[src/rtl/instr_fetch_unit.sv]
// Instruction fetch unit: credit-limited requests to instruction memory, an in-order
// response buffer toward decode, and redirects that discard responses still in flight.
module instr_fetch_unit #(
  parameter logic [31:0] RESET_PC  = 32'h0000_0000,
  parameter int unsigned BUF_DEPTH = 2
) (
  input  logic        clk_i,
  input  logic        rst_ni,
  input  logic        redirect_i,
  input  logic [31:0] redirect_pc_i,
  output logic        imem_req_o,
  output logic [31:0] imem_addr_o,
  input  logic        imem_gnt_i,
  input  logic        imem_rvalid_i,
  input  logic [31:0] imem_rdata_i,
  output logic        valid_o,
  input  logic        ready_i,
  output logic [31:0] instr_o,
  output logic [6:0]  opcode_o,
  output logic [31:0] pc_o
);

  localparam int unsigned PTR_W = $clog2(BUF_DEPTH);
  localparam int unsigned CNT_W = $clog2(BUF_DEPTH) + 1;
  localparam logic [CNT_W:0] DEPTH_LIM = (CNT_W + 1)'(BUF_DEPTH);

  typedef enum logic [1:0] {IDLE, FETCH, FLUSH} state_e;

  state_e           state;
  logic [31:0]      fetch_pc;
  logic [31:0]      resp_pc;
  logic [CNT_W-1:0] count;
  logic [CNT_W-1:0] outstanding;
  logic [CNT_W-1:0] drop_cnt;
  logic [PTR_W-1:0] head;
  logic [PTR_W-1:0] tail;
  logic [31:0]      buf_instr [BUF_DEPTH];
  logic [31:0]      buf_pc    [BUF_DEPTH];

  logic [CNT_W:0]   credits_used;
  logic             gnt_ok;
  logic             rsp_ok;
  logic             redirect_ok;
  logic             push;
  logic             pop;
  logic [CNT_W-1:0] outstanding_nxt;
  logic [31:0]      redirect_aligned;

  // A request consumes a credit until its response lands in the buffer, so
  // buffered entries plus requests in flight can never exceed the buffer size.
  assign credits_used     = {1'b0, count} + {1'b0, outstanding};
  assign imem_req_o       = (state == FETCH) && (credits_used < DEPTH_LIM);
  assign imem_addr_o      = fetch_pc;

  assign gnt_ok           = imem_req_o & imem_gnt_i;
  assign rsp_ok           = imem_rvalid_i & (outstanding != '0);
  assign redirect_ok      = redirect_i & (state != IDLE);
  assign push             = rsp_ok & (state == FETCH) & ~redirect_ok;
  assign pop              = valid_o & ready_i & ~redirect_ok;
  assign outstanding_nxt  = outstanding + CNT_W'(gnt_ok) - CNT_W'(rsp_ok);
  assign redirect_aligned = redirect_pc_i & ~32'h0000_0003;

  assign valid_o  = (count != '0);
  assign instr_o  = valid_o ? buf_instr[head] : '0;
  assign pc_o     = valid_o ? buf_pc[head]    : '0;
  assign opcode_o = instr_o[6:0];

  // NOTE: sequential state uses non-blocking assignments so every register samples
  // pre-edge values; blocking here would make results depend on statement order.
  always_ff @(posedge clk_i or negedge rst_ni) begin
    if (!rst_ni) begin
      state       <= IDLE;
      fetch_pc    <= RESET_PC;
      resp_pc     <= RESET_PC;
      count       <= '0;
      outstanding <= '0;
      drop_cnt    <= '0;
      head        <= '0;
      tail        <= '0;
    end else begin
      outstanding <= outstanding_nxt;
      if (redirect_ok) begin
        // Requests granted before or during this cycle still return data; count
        // them so FLUSH knows how many responses belong to the old path.
        fetch_pc <= redirect_aligned;
        resp_pc  <= redirect_aligned;
        count    <= '0;
        head     <= '0;
        tail     <= '0;
        drop_cnt <= outstanding_nxt;
        state    <= (outstanding_nxt != '0) ? FLUSH : FETCH;
      end else begin
        if (gnt_ok) fetch_pc <= fetch_pc + 32'd4;
        if (push) begin
          tail    <= tail + PTR_W'(1);
          resp_pc <= resp_pc + 32'd4;
        end
        if (pop) head <= head + PTR_W'(1);
        unique case ({push, pop})
          2'b10:   count <= count + CNT_W'(1);
          2'b01:   count <= count - CNT_W'(1);
          default: count <= count;
        endcase
        unique case (state)
          IDLE:  state <= FETCH;
          FETCH: state <= FETCH;
          FLUSH: begin
            if (rsp_ok) begin
              drop_cnt <= drop_cnt - CNT_W'(1);
              if (drop_cnt == CNT_W'(1)) state <= FETCH;
            end
          end
          default: state <= IDLE;
        endcase
      end
    end
  end

  // NOTE: buffer storage is deliberately not reset; count gates every read, and
  // the outputs are forced to zero while the buffer is empty.
  always_ff @(posedge clk_i) begin
    if (push) begin
      buf_instr[tail] <= imem_rdata_i;
      buf_pc[tail]    <= resp_pc;
    end
  end

endmodule

[config.mk]
export PLATFORM = sky130hd
export DESIGN_NAME = instr_fetch_unit
export DESIGN_NICKNAME = d
export VERILOG_FILES = /design/src/rtl/instr_fetch_unit.sv
export SDC_FILE = /design/constraint.sdc
export NUM_CORES = 1
export LEC_CHECK = 0
export CAP_MARGIN = 10
export CORE_MARGIN = 2
export CORE_UTILIZATION = 40
export DETAILED_ROUTE_END_ITERATION = 16
export GPL_TIMING_DRIVEN = 0
export SLEW_MARGIN = 5
export SYNTH_ARGS = -nofsm -noshare
export SYNTH_HDL_FRONTEND = slang
export SYNTH_SLANG_ARGS = --single-unit
[constraint.sdc]
create_clock -name clk_i -period 6.7 [get_ports clk_i]
set_input_delay 2.01 -clock clk_i [delete_from_list [all_inputs] [get_ports clk_i]]
set_output_delay 2.01 -clock clk_i [all_outputs]
set_load 0.02 [all_outputs]
==> results of run 1 <==
## per-layer routing
layer,global-route usage [%],up-vias
met5,0,-
met4,5.60,0
met3,3.81,24
met2,31.7,252
met1,27.9,3314
li1,-,3311
## path summary, 6_finish.rpt
| path | start | to | slack [ns] | cells past startpoint |
|---|---|---|---|---|
| max | count[0] | imem_req_o | 1.72 | 6 |
| min in group asynchronous | rst_ni | imem_addr_o[25] | 1.51 | 1 |
| max reg2reg | count[0] | drop_cnt[0] | 3.34 | 12 |
| max in group asynchronous | rst_ni | resp_pc[11] | 4.61 | 2 |
| min | resp_pc[12] | buf_pc[0][12] | 0.50 | 0 |
| min reg2reg | resp_pc[12] | buf_pc[0][12] | 0.50 | 0 |
## power by group
group	internal (mW)	switching [mW]	total [mW]
Sequential	1.59	0.327	1.92
Clock	0.630	0.455	1.09
Combinational	0.858	1.15	2.01
Total	3.08	1.93	5.01
## cell usage after synthesis, types with 10 or more instances
cell type	n
and3_1	11
a21oi_1	24
inv_1	19
edfxtp_1	124
buf_4	11
or4_1	13
nand4_1	29
nand3_1	33
mux2i_1	67
a31oi_1	14
nand2_1	54
xnor2_1	10
nor2_1	105
nor4_1	14
o211ai_1	23
dfrtp_1	70
clkbuf_1	34
o21ai_0	13
nor3_1	15
## cells by family (layout without fill, tap and decap cells)
logic type	Yosys count	count (layout)	synth area share, %
AO/OA/AOI/OAI	113	113	8.56
XOR/XNOR	17	17	1.64
adder cells (fa/ha/maj)	6	6	0.911
buffers and inverters	69	273	3.35
flip-flops	194	194	60.4
multiplexers	68	68	7.52
other	1	4	0.0414
AND/OR/NAND/NOR	312	312	17.5
## layout by cell type (no fill, tap or decap), drive strengths merged, types with 14 or more instances in the layout
cell           synthesis  layout
a21oi                 24      24
nand4                 30      30
nor2                 105     105
inv                   19      23
a31oi                 14      14
buf                   15      20
clkdlybuf4s50          0     167
o211ai                23      23
nor3                  15      15
edfxtp               124     124
clkbuf                34      51
dfrtp                 70      70
nand3                 33      33
mux2i                 67      67
nand2                 54      54
nor4                  16      16
o21ai                 14      14
## area by class of cell
cell class	count	area, sq um	area share (%)
Buffer	49	228	1.92
Clock buffer	17	425	3.59
Clock inverter	15	205	1.73
Inverter	20	76.3	0.644
Multi-Input combinational cell	520	3300	27.9
Sequential cell	194	5480	46.2
Tap cell	285	357	3.01
Timing Repair Buffer	172	1770	15.0
## stage by stage
stage                     TNS, ns  power, mW  hold slack, ns  instances
after floorplan                 0       3.08           0.440        783
after global placement     -89.99       3.91           0.465       1236
after detailed placement        0       3.95           0.477       1240
after CTS                       0       5.04           0.494       1272
after global routing            0       5.32           0.523       1272
final                           0       5.01           0.497       1272
## state kept, by name (all words and copies together), names as in the netlist
signal and count:
state 2, drop_cnt 2, buf_pc 60, head 1, tail 1, buf_instr 64
imem_addr_o 30, outstanding 2, resp_pc 30, count 2
## worst max-delay path, cell delays in order, from the launching register on
cell,delay [ns]
dfrtp_1,0.43
and2_1,0.17
fa_1,0.43
or4b_1,0.53
buf_2,0.20
clkinv_2,0.14
clkdlybuf4s50_1,0.63
==> flow_summary.toml, run 1 <==
[sta]
final_max_slew_viol_count = 0
tightestPinTransition_ns = 1.19
finClkSkew_ns = 0.0136
relSlewSlack_pct = 20.2
setup_ws_ns = 1.72
final.period_utilization_pct = 74.3
rsz0062_at_grt = "false"
setup_viol = 0
hold_viol = 0
period_minus_slack_ns = 4.98
max_freq_mhz = 201

[cells_and_area]
drive_gt1_share_pct = 5.98
nNetsFinal = 1050
antenna_cells = 0
area_delta_synth_final_pct = 30.7
n_fill_cell = 1995
final_core_util_pct = 52.8
finalInstanceArea_sq_um = 11800

[clocking]
post_cts_buffers = 0
clock_sinks = 194
h-tree-depth = 4
clockBufferDepth = 2
numCtsBuffers = 17
clk_pin_slew_ns = 0.07
ctsHoldBuffers = 0
cts_tree = "yes"
clk_latency_ns = 0.44
root_buffer = "clkbuf_16"
cts_resized = 0

[global_route]
grt_usage_pct = 19.9
antenna_found_initial = 0
grt-ovfl-total = 0
grt_pass1_wl_um = 36900
grt_max_degree = 58
grt_pass1_vias = 6693

[power_and_ir_drop]
leakage_nw = 4.13
ir_drop_v = 0.000211
p_per_area_nw_per_um2 = 423

[routing]
drtIter0Drc = 544
highest_layer = "met4"
totalWireLength_um = 23200
wl_per_cell_um = 18.3
dr_wl_met2_um = 10900
vias = 6901
first_pass_iters = 5
drtAntennaViolNets = 0
wl_met3_um = 1250
vias_per_cell = 5.43
met1Wirelength_um = 10800
drc = 0

[logic_synthesis]
synthDistinctLibCells = 57
synth_area_sq_um = 9060
synth_area_leaders = "edfxtp_1 41%, dfrtp_1 19%, mux2i_1 7.4%"
synth_edf_count = 124
synth-main-ff-cell = "edfxtp_1"
post_synth.cell_area_avg_sq_um = 11.6
synth_area_leader_cell = "edfxtp_1"
ys_ff_latch = 194
post-synth-top-area-fraction_pct = 41.1
syn_inst = 780
ys_seq_area_share_pct = 60.4
async_reset_ff_share_pct = 36.1
yosysWarnings = 0

[critical_path]
startpoint_type = "flop"
arrival_ns = 2.97
crit_path_max_fanout = 8
cp.required_ns = 4.69
crit_path_end_kind = "output pin"
critPathKind = "reg -> out"

[run]
cap_violations = 0

[floorplan]
die_h_um = 155
io_pins = 175
core_sq_um = 22400
start_util_pct = 40.4
die-area_sq_um = 23900
die_x_um = 155
row_count = 55

[place]
dp_hpwl_um = 16700
io_buffer_count = 168
placed_cell_area_sq_um = 11200
preCtsSetupSlack_ns = 1.89
gpl.final_weighted_congestion = 0.883

[run_status]
status = "completed"

[worst_hold_path]
hp-class = "reg -> reg"
Note: power is estimated with default switching activity, not from simulation.
==> run 2, diff against run 1 <==
==> constraint.sdc (replaced) <==
create_clock -name clk_i -period 4.7 [get_ports clk_i]
set_input_delay 1.41 -clock clk_i [delete_from_list [all_inputs] [get_ports clk_i]]
set_output_delay 1.41 -clock clk_i [all_outputs]
set_load 0.02 [all_outputs]
==> flow_summary.toml, run 2 (synthesis results as in run 1) <==
[worst_hold_path]
hp-class = "reg -> reg"
hold_depth = 0

[clocking]
root_buffer = "clkbuf_16"
cts_resized = 0
cts_tree = "yes"
post_cts_buffers = 0
ctsHoldBuffers = 0
clk_pin_slew_ns = 0.07
h-tree-depth = 4
clock_sinks = 194
numCtsBuffers = 17
clk_latency_ns = 0.44
clockBufferDepth = 2

[cells_and_area]
regArea_sq_um = 5480
area_delta_synth_final_pct = 30.7
final_common_cell = "clkdlybuf4s50_1"
nNetsFinal = 1050
top_register = "buf_instr"
largestRegisters = "buf_instr (64), buf_pc (60)"
drive_gt1_share_pct = 5.98
antenna_cells = 0
multiInputGateArea_sq_um = 3300
largest_register_ffs = 64
n_fill_cell = 1963
finalInstanceArea_sq_um = 11800
fin_cells = 1272
final_cell_mix = "167 x clkdlybuf4s50_1, 124 x edfxtp_1, 104 x nor2_1, 70 x dfrtp_1, 67 x mux2i_1"

[power_and_ir_drop]
p_per_area_nw_per_um2 = 602
ir_drop_v = 0.000289
leakage_nw = 4.12
fin_total_pwr_mw = 7.13

[routing]
wl_per_cell_um = 18.3
drtIter0Drc = 539
first_pass_iters = 4
vias_per_cell = 5.47
totalWireLength_um = 23300
drtAntennaViolNets = 0
drc = 0
vias = 6952

[place]
dp.cells = 1240
dp_hpwl_um = 16600
gpl.final_weighted_congestion = 0.852
io_buffer_count = 168
placed_cell_area_sq_um = 11200

[critical_path]
crit_path_end_kind = "output pin"
critPathKind = "reg -> out"
cp.required_ns = 3.29
path_cells = "and2_1 > fa_1 > or4b_1 > buf_2 > clkinv_2 > clkdlybuf4s50_1"
worstRegToRegCells = 12
crit_path_max_fanout = 8
arrival_ns = 2.98
slowest_stage = "clkdlybuf4s50_1"
slowest_delay_ns = 0.63
startpoint_type = "flop"

[sta]
hold_viol = 0
max_freq_mhz = 228
finClkSkew_ns = 0.0165
rsz0062_at_grt = "false"
relSlewSlack_pct = 17.5
setup_viol = 0
final_max_slew_viol_count = 0
period_minus_slack_ns = 4.39
tightestPinTransition_ns = 1.23
final.period_utilization_pct = 93.4

[run]
cap_violations = 0

[global_route]
grt-ovfl-total = 0
grt_pass1_vias = 6591
grt_usage_pct = 19.9
grt_max_degree = 63
antenna_found_initial = 0
grt_pass1_wl_um = 36300

[floorplan]
die-area_sq_um = 23900
io_pins = 175
row_count = 55
start_util_pct = 40.4
die_x_um = 155
die_h_um = 155
core_sq_um = 22400

[run_status]
status = "completed"
[run 2: path summary, 6_finish.rpt]
check,startpoint,slack [ns],endpoint
max,count[0],0.31,imem_req_o
min,resp_pc[12],0.50,buf_pc[0][12]
max reg2reg,count[0],1.28,drop_cnt[0]
min reg2reg,resp_pc[12],0.50,buf_pc[0][12]
max in group asynchronous,rst_ni,3.18,resp_pc[5]
min in group asynchronous,rst_ni,0.92,imem_addr_o[24]
[run 2: layer usage]
layer / global-route usage, % / routed length, um / vias up
met5: 0 / 0 / -
met4: 5.42 / 322 / 0
met3: 4.12 / 1310 / 21
met2: 31.4 / 11000 / 240
met1: 27.9 / 10700 / 3372
li1: - / - / 3319
[run 2: metrics by stage]
step           hold slack [ns]  worst slack [ns]  TNS, ns  utilization, %
2_1_floorplan            0.440             0.483        0               -
3_3_place_gp             0.469             -1.22  -161.04            49.5
3_5_place_dp             0.492             0.553        0            50.0
4_1_cts                  0.504             0.275        0            52.8
5_1_grt                  0.524             0.157        0            52.8
6_report                 0.501             0.309        0            52.8
[run 2: report_power, final]
part           internal [mW]  switching, mW
Clock                  0.854          0.666
Sequential              2.27          0.469
Combinational           1.23           1.65
[run 2: worst max-delay path, delay by kind of cell (launching register included)]
kind / cells / cell delay, ns
fa+ha+maj: 1 / 0.44
buf+inv: 3 / 0.98
flops: 1 / 0.43
simple gates: 2 / 0.70
[run 2: cell type report]
class | count | area share, %
timing repair buffer | 172 | 15.0
buffer | 49 | 1.92
clock inverter | 15 | 1.70
sequential | 194 | 46.2
multi-input combinational | 520 | 27.9
inverter | 20 | 0.645
tap | 285 | 3.01
clock buffer | 17 | 3.59
